**src/rtl/lcd_rx_pkg.sv**
```systemverilog
// rtl/lcd_rx_pkg.sv - shared types and panel defaults for the RGB565 capture path
//
// Purpose: capture FSM state encoding, default panel geometry and pixel width.
// Ports:   none (package).
package lcd_rx_pkg;

  typedef enum logic [1:0] {
    IDLE    = 2'd0,
    WAIT_VS = 2'd1,
    CAPTURE = 2'd2,
    DONE    = 2'd3
  } lcd_rx_state_t;

  localparam int H_ACTIVE_480 = 480;
  localparam int V_ACTIVE_272 = 272;
  localparam int RGB_W        = 16;

endpackage

```
**src/rtl/lcd_sync_edge.sv**
```systemverilog
// rtl/lcd_sync_edge.sv - input register stage and vsync/DE falling-edge detectors
//
// Purpose: registers the panel timing inputs once and flags the falling edges
//          of the registered vsync and data enable.
// Ports:
//   i_clk, i_rst          pixel clock, asynchronous active-high reset
//   i_vs, i_hs, i_de      raw vsync (low), hsync (low), data enable (high)
//   i_rgb                 raw RGB565 pixel
//   o_hs, o_de, o_rgb     registered hsync, data enable and pixel
//   o_vs_fall, o_de_fall  one-cycle falling-edge flags of registered vs / de
module lcd_sync_edge
  import lcd_rx_pkg::*;
(
  input  logic             i_clk,
  input  logic             i_rst,
  input  logic             i_vs,
  input  logic             i_hs,
  input  logic             i_de,
  input  logic [RGB_W-1:0] i_rgb,
  output logic             o_hs,
  output logic             o_de,
  output logic [RGB_W-1:0] o_rgb,
  output logic             o_vs_fall,
  output logic             o_de_fall
);

  logic             r_vs;
  logic             r_vs_d;
  logic             r_hs;
  logic             r_de;
  logic             r_de_d;
  logic [RGB_W-1:0] r_rgb;

  // Sync history resets low so a vsync already low at reset release is not
  // mistaken for a falling edge.
  always_ff @(posedge i_clk or posedge i_rst) begin
    if (i_rst) begin
      r_vs   <= 1'b0;
      r_vs_d <= 1'b0;
      r_hs   <= 1'b0;
      r_de   <= 1'b0;
      r_de_d <= 1'b0;
      r_rgb  <= '0;
    end else begin
      r_vs   <= i_vs;
      r_vs_d <= r_vs;
      r_hs   <= i_hs;
      r_de   <= i_de;
      r_de_d <= r_de;
      r_rgb  <= i_rgb;
    end
  end

  assign o_hs      = r_hs;
  assign o_de      = r_de;
  assign o_rgb     = r_rgb;
  assign o_vs_fall = r_vs_d & ~r_vs;
  assign o_de_fall = r_de_d & ~r_de;

endmodule

```
**src/rtl/lcd_rgb_rx.sv**
```systemverilog
// rtl/lcd_rgb_rx.sv - parallel RGB565 capture into a downstream write FIFO
//
// Purpose: recovers frame/line boundaries from vsync/DE, writes active pixels
//          to a FIFO and reports position, measured line length and errors.
// Ports:
//   lcd_clk, sys_rst                 pixel clock, asynchronous active-high reset
//   lcd_vs, lcd_hs, lcd_de, lcd_rgb  panel timing and RGB565 data
//   cap_en                           capture arm (level)
//   err_clr                          clears sticky error flags (set wins)
//   fifo_full                        downstream FIFO full
//   fifo_wr_req, fifo_wr_data        pixel write strobe and data
//   frame_start, frame_done          one-cycle frame pulses
//   capturing                        high while in CAPTURE
//   pixel_xpos, pixel_ypos           current pixel / line index
//   line_len                         DE-high count of last completed line
//   err_line, err_ovf, err_frame     sticky line-length / overflow / early-vsync
module lcd_rgb_rx
  import lcd_rx_pkg::*;
#(
  parameter int H_ACTIVE = H_ACTIVE_480,
  parameter int V_ACTIVE = V_ACTIVE_272,
  parameter int XW       = 10
) (
  input  logic             lcd_clk,
  input  logic             sys_rst,
  input  logic             lcd_vs,
  input  logic             lcd_hs,
  input  logic             lcd_de,
  input  logic [RGB_W-1:0] lcd_rgb,
  input  logic             cap_en,
  input  logic             err_clr,
  input  logic             fifo_full,
  output logic             fifo_wr_req,
  output logic [RGB_W-1:0] fifo_wr_data,
  output logic             frame_start,
  output logic             frame_done,
  output logic             capturing,
  output logic [XW-1:0]    pixel_xpos,
  output logic [XW-1:0]    pixel_ypos,
  output logic [XW-1:0]    line_len,
  output logic             err_line,
  output logic             err_ovf,
  output logic             err_frame
);

  localparam logic [XW-1:0] H_LEN  = XW'(H_ACTIVE);
  localparam logic [XW-1:0] V_LAST = XW'(V_ACTIVE - 1);
  localparam logic [XW-1:0] X_SAT  = '1;

  lcd_rx_state_t r_state;
  lcd_rx_state_t w_state_nxt;

  logic             w_hs_q;
  logic             w_de_q;
  logic [RGB_W-1:0] w_rgb_q;
  logic             w_vs_fall;
  logic             w_de_fall;

  logic             r_wr_req;
  logic [RGB_W-1:0] r_wr_data;
  logic             r_frame_start;
  logic [XW-1:0]    r_xpos;
  logic [XW-1:0]    r_ypos;
  logic [XW-1:0]    r_line_len;
  logic             r_err_line;
  logic             r_err_ovf;
  logic             r_err_frame;

  logic w_frame_begin;
  logic w_frame_abort;
  logic w_line_end;
  logic w_pix;
  logic w_pix_keep;
  logic w_wr;
  logic w_unused_hs;

  lcd_sync_edge u_sync_edge (
    .i_clk     (lcd_clk),
    .i_rst     (sys_rst),
    .i_vs      (lcd_vs),
    .i_hs      (lcd_hs),
    .i_de      (lcd_de),
    .i_rgb     (lcd_rgb),
    .o_hs      (w_hs_q),
    .o_de      (w_de_q),
    .o_rgb     (w_rgb_q),
    .o_vs_fall (w_vs_fall),
    .o_de_fall (w_de_fall)
  );

  // hsync is sampled for completeness only; framing relies on DE.
  assign w_unused_hs = w_hs_q;

  always_ff @(posedge lcd_clk or posedge sys_rst) begin
    if (sys_rst) begin
      r_state <= IDLE;
    end else begin
      r_state <= w_state_nxt;
    end
  end

  always_comb begin
    w_state_nxt   = r_state;
    w_frame_begin = 1'b0;
    w_frame_abort = 1'b0;
    w_line_end    = 1'b0;
    case (r_state)
      IDLE: begin
        if (cap_en) w_state_nxt = WAIT_VS;
      end
      WAIT_VS: begin
        if (!cap_en) begin
          w_state_nxt = IDLE;
        end else if (w_vs_fall) begin
          w_state_nxt   = CAPTURE;
          w_frame_begin = 1'b1;
        end
      end
      CAPTURE: begin
        // Completing the last line takes precedence over a coincident vsync,
        // so a full frame is never reported as aborted.
        if (w_de_fall && (r_ypos == V_LAST)) begin
          w_line_end  = 1'b1;
          w_state_nxt = DONE;
        end else if (w_vs_fall) begin
          w_frame_begin = 1'b1;
          w_frame_abort = 1'b1;
        end else if (w_de_fall) begin
          w_line_end = 1'b1;
        end
      end
      DONE: begin
        w_state_nxt = cap_en ? WAIT_VS : IDLE;
      end
      default: w_state_nxt = IDLE;
    endcase
  end

  // Registered DE implies no DE falling edge in the same cycle, so pixel and
  // line-end handling never overlap.
  assign w_pix      = (r_state == CAPTURE) && w_de_q && !w_frame_abort;
  assign w_pix_keep = w_pix && (r_xpos < H_LEN);
  assign w_wr       = w_pix_keep && !fifo_full;

  always_ff @(posedge lcd_clk or posedge sys_rst) begin
    if (sys_rst) begin
      r_wr_req      <= 1'b0;
      r_wr_data     <= '0;
      r_frame_start <= 1'b0;
      r_xpos        <= '0;
      r_ypos        <= '0;
      r_line_len    <= '0;
      r_err_line    <= 1'b0;
      r_err_ovf     <= 1'b0;
      r_err_frame   <= 1'b0;
    end else begin
      r_wr_req      <= w_wr;
      r_frame_start <= w_frame_begin;
      if (w_wr) r_wr_data <= w_rgb_q;

      if (w_frame_begin) begin
        r_xpos <= '0;
        r_ypos <= '0;
      end else if (w_line_end) begin
        r_line_len <= r_xpos;
        r_xpos     <= '0;
        r_ypos     <= r_ypos + 1'b1;
      end else if (w_pix && (r_xpos != X_SAT)) begin
        r_xpos <= r_xpos + 1'b1;
      end

      // Set has priority over a simultaneous clear.
      r_err_line  <= (r_err_line  & ~err_clr) | (w_line_end && (r_xpos != H_LEN));
      r_err_ovf   <= (r_err_ovf   & ~err_clr) | (w_pix && fifo_full);
      r_err_frame <= (r_err_frame & ~err_clr) | w_frame_abort;
    end
  end

  assign fifo_wr_req  = r_wr_req;
  assign fifo_wr_data = r_wr_data;
  assign frame_start  = r_frame_start;
  assign frame_done   = (r_state == DONE);
  assign capturing    = (r_state == CAPTURE);
  assign pixel_xpos   = r_xpos;
  assign pixel_ypos   = r_ypos;
  assign line_len     = r_line_len;
  assign err_line     = r_err_line;
  assign err_ovf      = r_err_ovf;
  assign err_frame    = r_err_frame;

endmodule
```
**config.mk**
```make
export PLATFORM = sky130hd
export DESIGN_NAME = lcd_rgb_rx
export DESIGN_NICKNAME = d
export VERILOG_FILES = /design/src/rtl/lcd_rx_pkg.sv /design/src/rtl/lcd_sync_edge.sv /design/src/rtl/lcd_rgb_rx.sv
export SDC_FILE = /design/constraint.sdc
export NUM_CORES = 1
export LEC_CHECK = 0
export BUFFER_PORTS_ARGS = -buffer_cell sky130_fd_sc_hd__buf_2
export CORE_ASPECT_RATIO = 0.7
export CORE_UTILIZATION = 40
export CTS_BUF_LIST = sky130_fd_sc_hd__clkbuf_16
export CTS_CLUSTER_SIZE = 20
export DETAILED_ROUTE_END_ITERATION = 8
export GPL_TIMING_DRIVEN = 1
export REMOVE_ABC_BUFFERS = 1
export SYNTH_ARGS = -nofsm -noshare
export SYNTH_HDL_FRONTEND = slang
export SYNTH_SLANG_ARGS = --single-unit
```
**constraint.sdc**
```tcl
create_clock -name lcd_clk -period 3 [get_ports lcd_clk]
set_input_delay 0.3 -clock lcd_clk [delete_from_list [all_inputs] [get_ports lcd_clk]]
set_output_delay 0.3 -clock lcd_clk [all_outputs]
set_load 0.01 [all_outputs]
```
==> results of run 1 <==
[sequential cells by signal, summed over array words and instances (netlist names), 10 cells and up, named ones only]
register,count
fifo_wr_data,16
u_sync_edge.o_rgb,16
line_len,10
pixel_xpos,10
pixel_ypos,10
[power breakdown]
| part | internal [mW] | switching (mW) | total (mW) |
|---|---|---|---|
| combinational | 0.465 | 0.497 | 0.962 |
| sequential | 1.25 | 0.224 | 1.47 |
| clock | 0.727 | 0.403 | 1.13 |
[stage by stage]
| stage | utilization | cell area (um^2) | setup slack, ns | power, mW |
|---|---|---|---|---|
| floorplan | - | 3110 | 0.641 | 2.05 |
| global placement | 0.488 | 3640 | 0.662 | 2.43 |
| detailed placement | 0.488 | 3640 | 0.641 | 2.46 |
| CTS | 0.531 | 3950 | 0.630 | 3.62 |
| global route | 0.531 | 3950 | 0.491 | 3.79 |
| finish | 0.531 | 3950 | 0.613 | 3.57 |
[cells by family after synthesis]
kind of cell / count (synthesis) / synth area share
AND/OR/NAND/NOR: 77 / 0.151
flip-flops: 73 / 0.581
AO/OA/AOI/OAI: 52 / 0.112
multiplexers: 27 / 0.0964
buffers and inverters: 16 / 0.0239
adder cells (fa/ha/maj): 8 / 0.0319
XOR/XNOR: 1 / 0.00279
[layer usage]
metal / part of all wire / up-vias
li1: - / 1109
met1: 0.50 / 1122
met2: 0.43 / 59
met3: 0.049 / 9
met4: 0.019 / 0
met5: 0 / -
[worst paths after layout]
kind / depth (start not counted) / end / startpoint
max: 6 / pixel_ypos[6]$_DFFE_PP0P_ / r_state[0]$_DFFE_PP0P_
min: 1 / u_sync_edge.o_rgb[3]$_DFF_PP0_ / lcd_rgb[3]
min reg2reg: 0 / u_sync_edge.r_vs_d$_DFF_PP0_ / u_sync_edge.r_vs$_DFF_PP0_
max in group asynchronous: 3 / pixel_ypos[6]$_DFFE_PP0P_ / sys_rst
min in group asynchronous: 2 / u_sync_edge.o_rgb[3]$_DFF_PP0_ / sys_rst
max reg2reg: 6 / pixel_ypos[6]$_DFFE_PP0P_ / r_state[0]$_DFFE_PP0P_
[worst max-delay path: stages, from the launching register on]
cell	delay, ns
dfrtp_1	0.41
inv_1	0.13
ha_1	0.38
nand3b_2	0.22
or4_1	0.58
or3_2	0.43
a21oi_1	0.15
[layout by cell type, fill, tap and decap left out, drive strengths merged, types with 3 or more instances in the layout]
cell type,count
buf,79
dfrtp,73
mux2,26
a21oi,19
nand2,15
inv,13
o21ai,11
nand3,10
clkbuf,9
ha,8
or3,7
o31ai,6
nor2,6
nor3,4
or4,4
nand4,4
and2,3
a41oi,3
a211oi,3
nor4,3
nand3b,3
clkinv,3
[cell type report]
class	instances	area, um^2	share of cell area
Clock inverter	7	91.3	0.0231
Timing Repair Buffer	79	405	0.103
Multi-Input combinational cell	165	1240	0.314
Inverter	11	41.3	0.0104
Clock buffer	9	225	0.0570
Tap cell	98	123	0.0310
Sequential cell	73	1830	0.462
==> results.cfg, run 1 <==
[logic_synthesis]
yosysWarnings = 0
synth_top_cell_area_share = 0.581
synth.most_common_cell = dfrtp_1
synth_edf_count = 0
ys_seq_area_frac = 0.581
ys_ff_latch = 73
syn_area_mm2 = 0.00314
synthCells = 254
synth_ff_type = dfrtp_1
synthTopCellsByCount = 73 x dfrtp_1, 26 x mux2_2, 17 x a21oi_1
netlist_top_cells_area = dfrtp_1 58%, mux2_2 9.3%, ha_1 3.2%, a21oi_1 2.7%, nand2_1 1.8%
syn-mean-instance-area_um2 = 12.4
synthDistinctLibCells = 52
synth_top_area_cell = dfrtp_1
async_flop_share = 1.00

[clock_tree]
cts-hold-fix-buffers = 0
cts.sinks = 73
cts-htree-levels = 3
clockRootBuffer = clkbuf_16
cts_buffers = 9
ctsResizeCount = 0
post-cts-setup-buffers = 0
clkLatencyLatePin_ns = 0.33
clock_path_buffers = 2
path_clk_slew_ns = 0.06
cts_tree = yes

[finish]
layout-drive-gt1-share = 0.392
antennaDiodeCount = 0
area_growth_pct = 25.8
filler_cell_count = 662
instances_no_fill = 442
fin_nets = 371

[sta]
setup_tns_ns = 0
grt_setup_unrepaired = false
hold_violations = 0
slew_viol_final = 0
tightest_slew_ns = 0.878
clock_skew_ns = 0.00481
holdWs_ns = 0.0707
slew_headroom = 0.413
fmax_mhz = 419
finalCritPeriodShare = 0.796
min_period_ns = 2.39
finalSetupViolCount = 0

[setup_path]
crit_type = register to register
critPathLaunchType = register
required_ns = 3.25
worstPathArrival_ns = 2.64
critPathMaxFanout = 8
crit_path_end_kind = register
rrSetupSlack_ns = 0.61

[power]
ir_worst_vdd_mv = 0.328
leakage_nw = 1.88
power-per-cell-area_mw_per_mm2 = 902

[place]
hpwl_mm = 4.88
dp.cells = 426
port_buffers = 75
place_congestion = 0.830

[floorplanning]
io_pins = 77
die_w_um = 108
dieArea_mm2 = 0.00822
initial_utilization = 0.422
fp.coreArea_mm2 = 0.00745
std_cell_rows = 26
chipHeight_um = 76.2

[job]
maxCapViolCount = 0

[global_route]
grt_busiest_layer = met1
grt_pass1_wl_mm = 11.2
grt-ovfl-total = 0
grt.met3_usage = 0.0488
grt_use_met2 = 0.247
grt_start_max_net_pins = 44
use_met1 = 0.264
track_usage = 0.181
grt_pass1_vias = 2157
grt_antenna_before_repair = 0

[min_path]
hold_path.class = input pin to register

[detailed_routing]
drtAntennaViolNets = 0
wire_per_inst_um = 15.3
drtIter0Drc = 83
viasPerCell = 5.20
drt-pass1-iter-count = 4
wl_mm = 6.75
vias = 2299
drc = 0

[outcome]
status = finished clean
No activity file was read; power rests on OpenSTA's default activity.
==> run 2, diff against run 1 <==
- PLACE_DENSITY: unset -> 0.65
- clock period: 3 -> 2 ns (I/O delays scaled with it)
==> results.cfg, run 2 (synthesis gave the netlist of run 1 again) <==
[outcome]
status = finished with violations
violations = negative setup slack

[sta]
fmax_mhz = 493
holdWs_ns = 0.136
setup_tns_ns = -0.0273
slew_viol_final = 0
min_period_ns = 2.03
grt_setup_unrepaired = true
finalSetupViolCount = 1
hold_violations = 0
setup_ws_ns = -0.0273
tightest_slew_ns = 0.485
slew_headroom = 0.677
finalCritPeriodShare = 1.01
clock_skew_ns = 0.00661

[setup_path]
cp_slowest_cell = or4b_4
required_ns = 2.23
critPathLaunchType = register
crit_chain = or4b_4 -> o41ai_4 -> a21oi_2 -> a311oi_1
max_stage_delay_ns = 0.57
critPathMaxFanout = 10
critPathTopFamily = compound AO/OA/AOI/OAI gates
worstPathArrival_ns = 2.25
crit_path_end_kind = register
crit_type = register to register
worst-path-buf-inv = 0

[finish]
filler_cell_count = 638
layout_common_cells = 75 x buf_2, 72 x dfrtp_1, 33 x buf_4, 26 x mux2_2, 19 x dlygate4sd3_1
final_common_cell = buf_2
stdcell_area_mm2 = 0.00444
layout-drive-gt1-share = 0.446
antennaDiodeCount = 0
fin_nets = 422
area_growth_pct = 41.4

[detailed_routing]
vias = 2488
wl_mm = 7.26
drc = 0
drtIter0Drc = 123
wire_per_inst_um = 14.7
drtAntennaViolNets = 0
viasPerCell = 5.05
drt-pass1-iter-count = 4

[floorplanning]
chipHeight_um = 76.2
dieArea_mm2 = 0.00822
io_pins = 77
fp.coreArea_mm2 = 0.00745
std_cell_rows = 26
die_w_um = 108
initial_utilization = 0.422

[power]
leakage_nw = 2.12
ir_worst_vdd_mv = 0.608
power-per-cell-area_mw_per_mm2 = 1240

[clock_tree]
clockRootBuffer = clkbuf_16
cts_buffers = 9
cts.sinks = 73
path_clk_slew_ns = 0.06
clock_path_buffers = 2
clkLatencyLatePin_ns = 0.33
cts-htree-levels = 3
cts_tree = yes

[place]
placed_area_mm2 = 0.00390
port_buffers = 75
place_congestion = 0.825
hpwl_mm = 5.11

[job]
maxCapViolCount = 0

[global_route]
track_usage = 0.191
grt_start_max_net_pins = 29
grt_pass1_wl_mm = 11.9
grt_pass1_vias = 2383
grt_antenna_before_repair = 0
grt-ovfl-total = 0

[min_path]
hold_path.class = input pin to register
-- run 2: changes by cell type in the layout (fill, tap and decap cells not counted), sizes merged --
cell,before,now
dlygate4sd3,0,19
inv,13,12
clkinvlp,0,1
bufinv,2,1
buf,79,111
clkinv,3,4
-- run 2: per-layer routing --
metal / vias up / global-route usage / routed length, um
met3: 10 / 0.0462 / 287
met1: 1211 / 0.285 / 3630
met2: 55 / 0.268 / 3250
met5: - / 0 / 0
li1: 1212 / - / -
met4: 0 / 0.0685 / 91
-- run 2: worst paths after layout --
kind                       cells after the start                            to                        from  slack [ns]
min                                            2            err_line$_DFF_PP0_                     err_clr        0.14
max                                            4     pixel_ypos[0]$_DFFE_PP0P_   pixel_ypos[7]$_DFFE_PP0P_       -0.03
max in group asynchronous                      4   fifo_wr_data[9]$_DFFE_PP0P_                     sys_rst        1.04
min in group asynchronous                      3           err_frame$_DFF_PP0_                     sys_rst        0.38
max reg2reg                                    4     pixel_ypos[0]$_DFFE_PP0P_   pixel_ypos[7]$_DFFE_PP0P_       -0.03
min reg2reg                                    0  u_sync_edge.r_vs_d$_DFF_PP0_  u_sync_edge.r_vs$_DFF_PP0_        0.41
-- run 2: timing repair --
| action | in CTS | in global routing |
|---|---|---|
| resized for setup | 3 | 7 |
| endpoints found under the setup margin | 16 | 18 |
| buffers inserted | 0 | 2 |
| endpoints found under the hold margin | 31 | 0 |
| pin swaps | 1 | 2 |
| hold buffers | 19 | 0 |
-- run 2: worst reg2reg max path: cells and delay by family, from the launching register on --
kind	cells	cell delay, ns
AO/OA/AOI/OAI	3	0.93
flip-flops	1	0.42
AND/OR/NAND/NOR	1	0.57
-- run 2: where the power goes --
group	internal (mW)	switching [mW]
Sequential	1.88	0.278
Combinational	0.900	0.884
Clock	0.964	0.613
-- run 2: final cells by class --
| class | count | area, um^2 | area share |
|---|---|---|---|
| Inverter | 11 | 41.3 | 0.00929 |
| Clock buffer | 9 | 225 | 0.0507 |
| Timing Repair Buffer | 130 | 873 | 0.197 |
| Tap cell | 98 | 123 | 0.0276 |
| Clock inverter | 7 | 70.1 | 0.0158 |
| Multi-Input combinational cell | 165 | 1280 | 0.289 |
| Sequential cell | 73 | 1830 | 0.411 |
-- run 2: per-stage QoR --
step / total power [mW] / utilization / cells / setup WS [ns]
finish: 5.52 / 0.596 / 493 / -0.0273
detailed placement: 3.87 / 0.523 / 456 / -0.105
CTS: 5.52 / 0.590 / 491 / 0.00228
global route: 5.85 / 0.596 / 493 / -0.0805
global placement: 3.82 / 0.523 / 456 / -0.0352
floorplan: 3.07 / - / 249 / -0.359
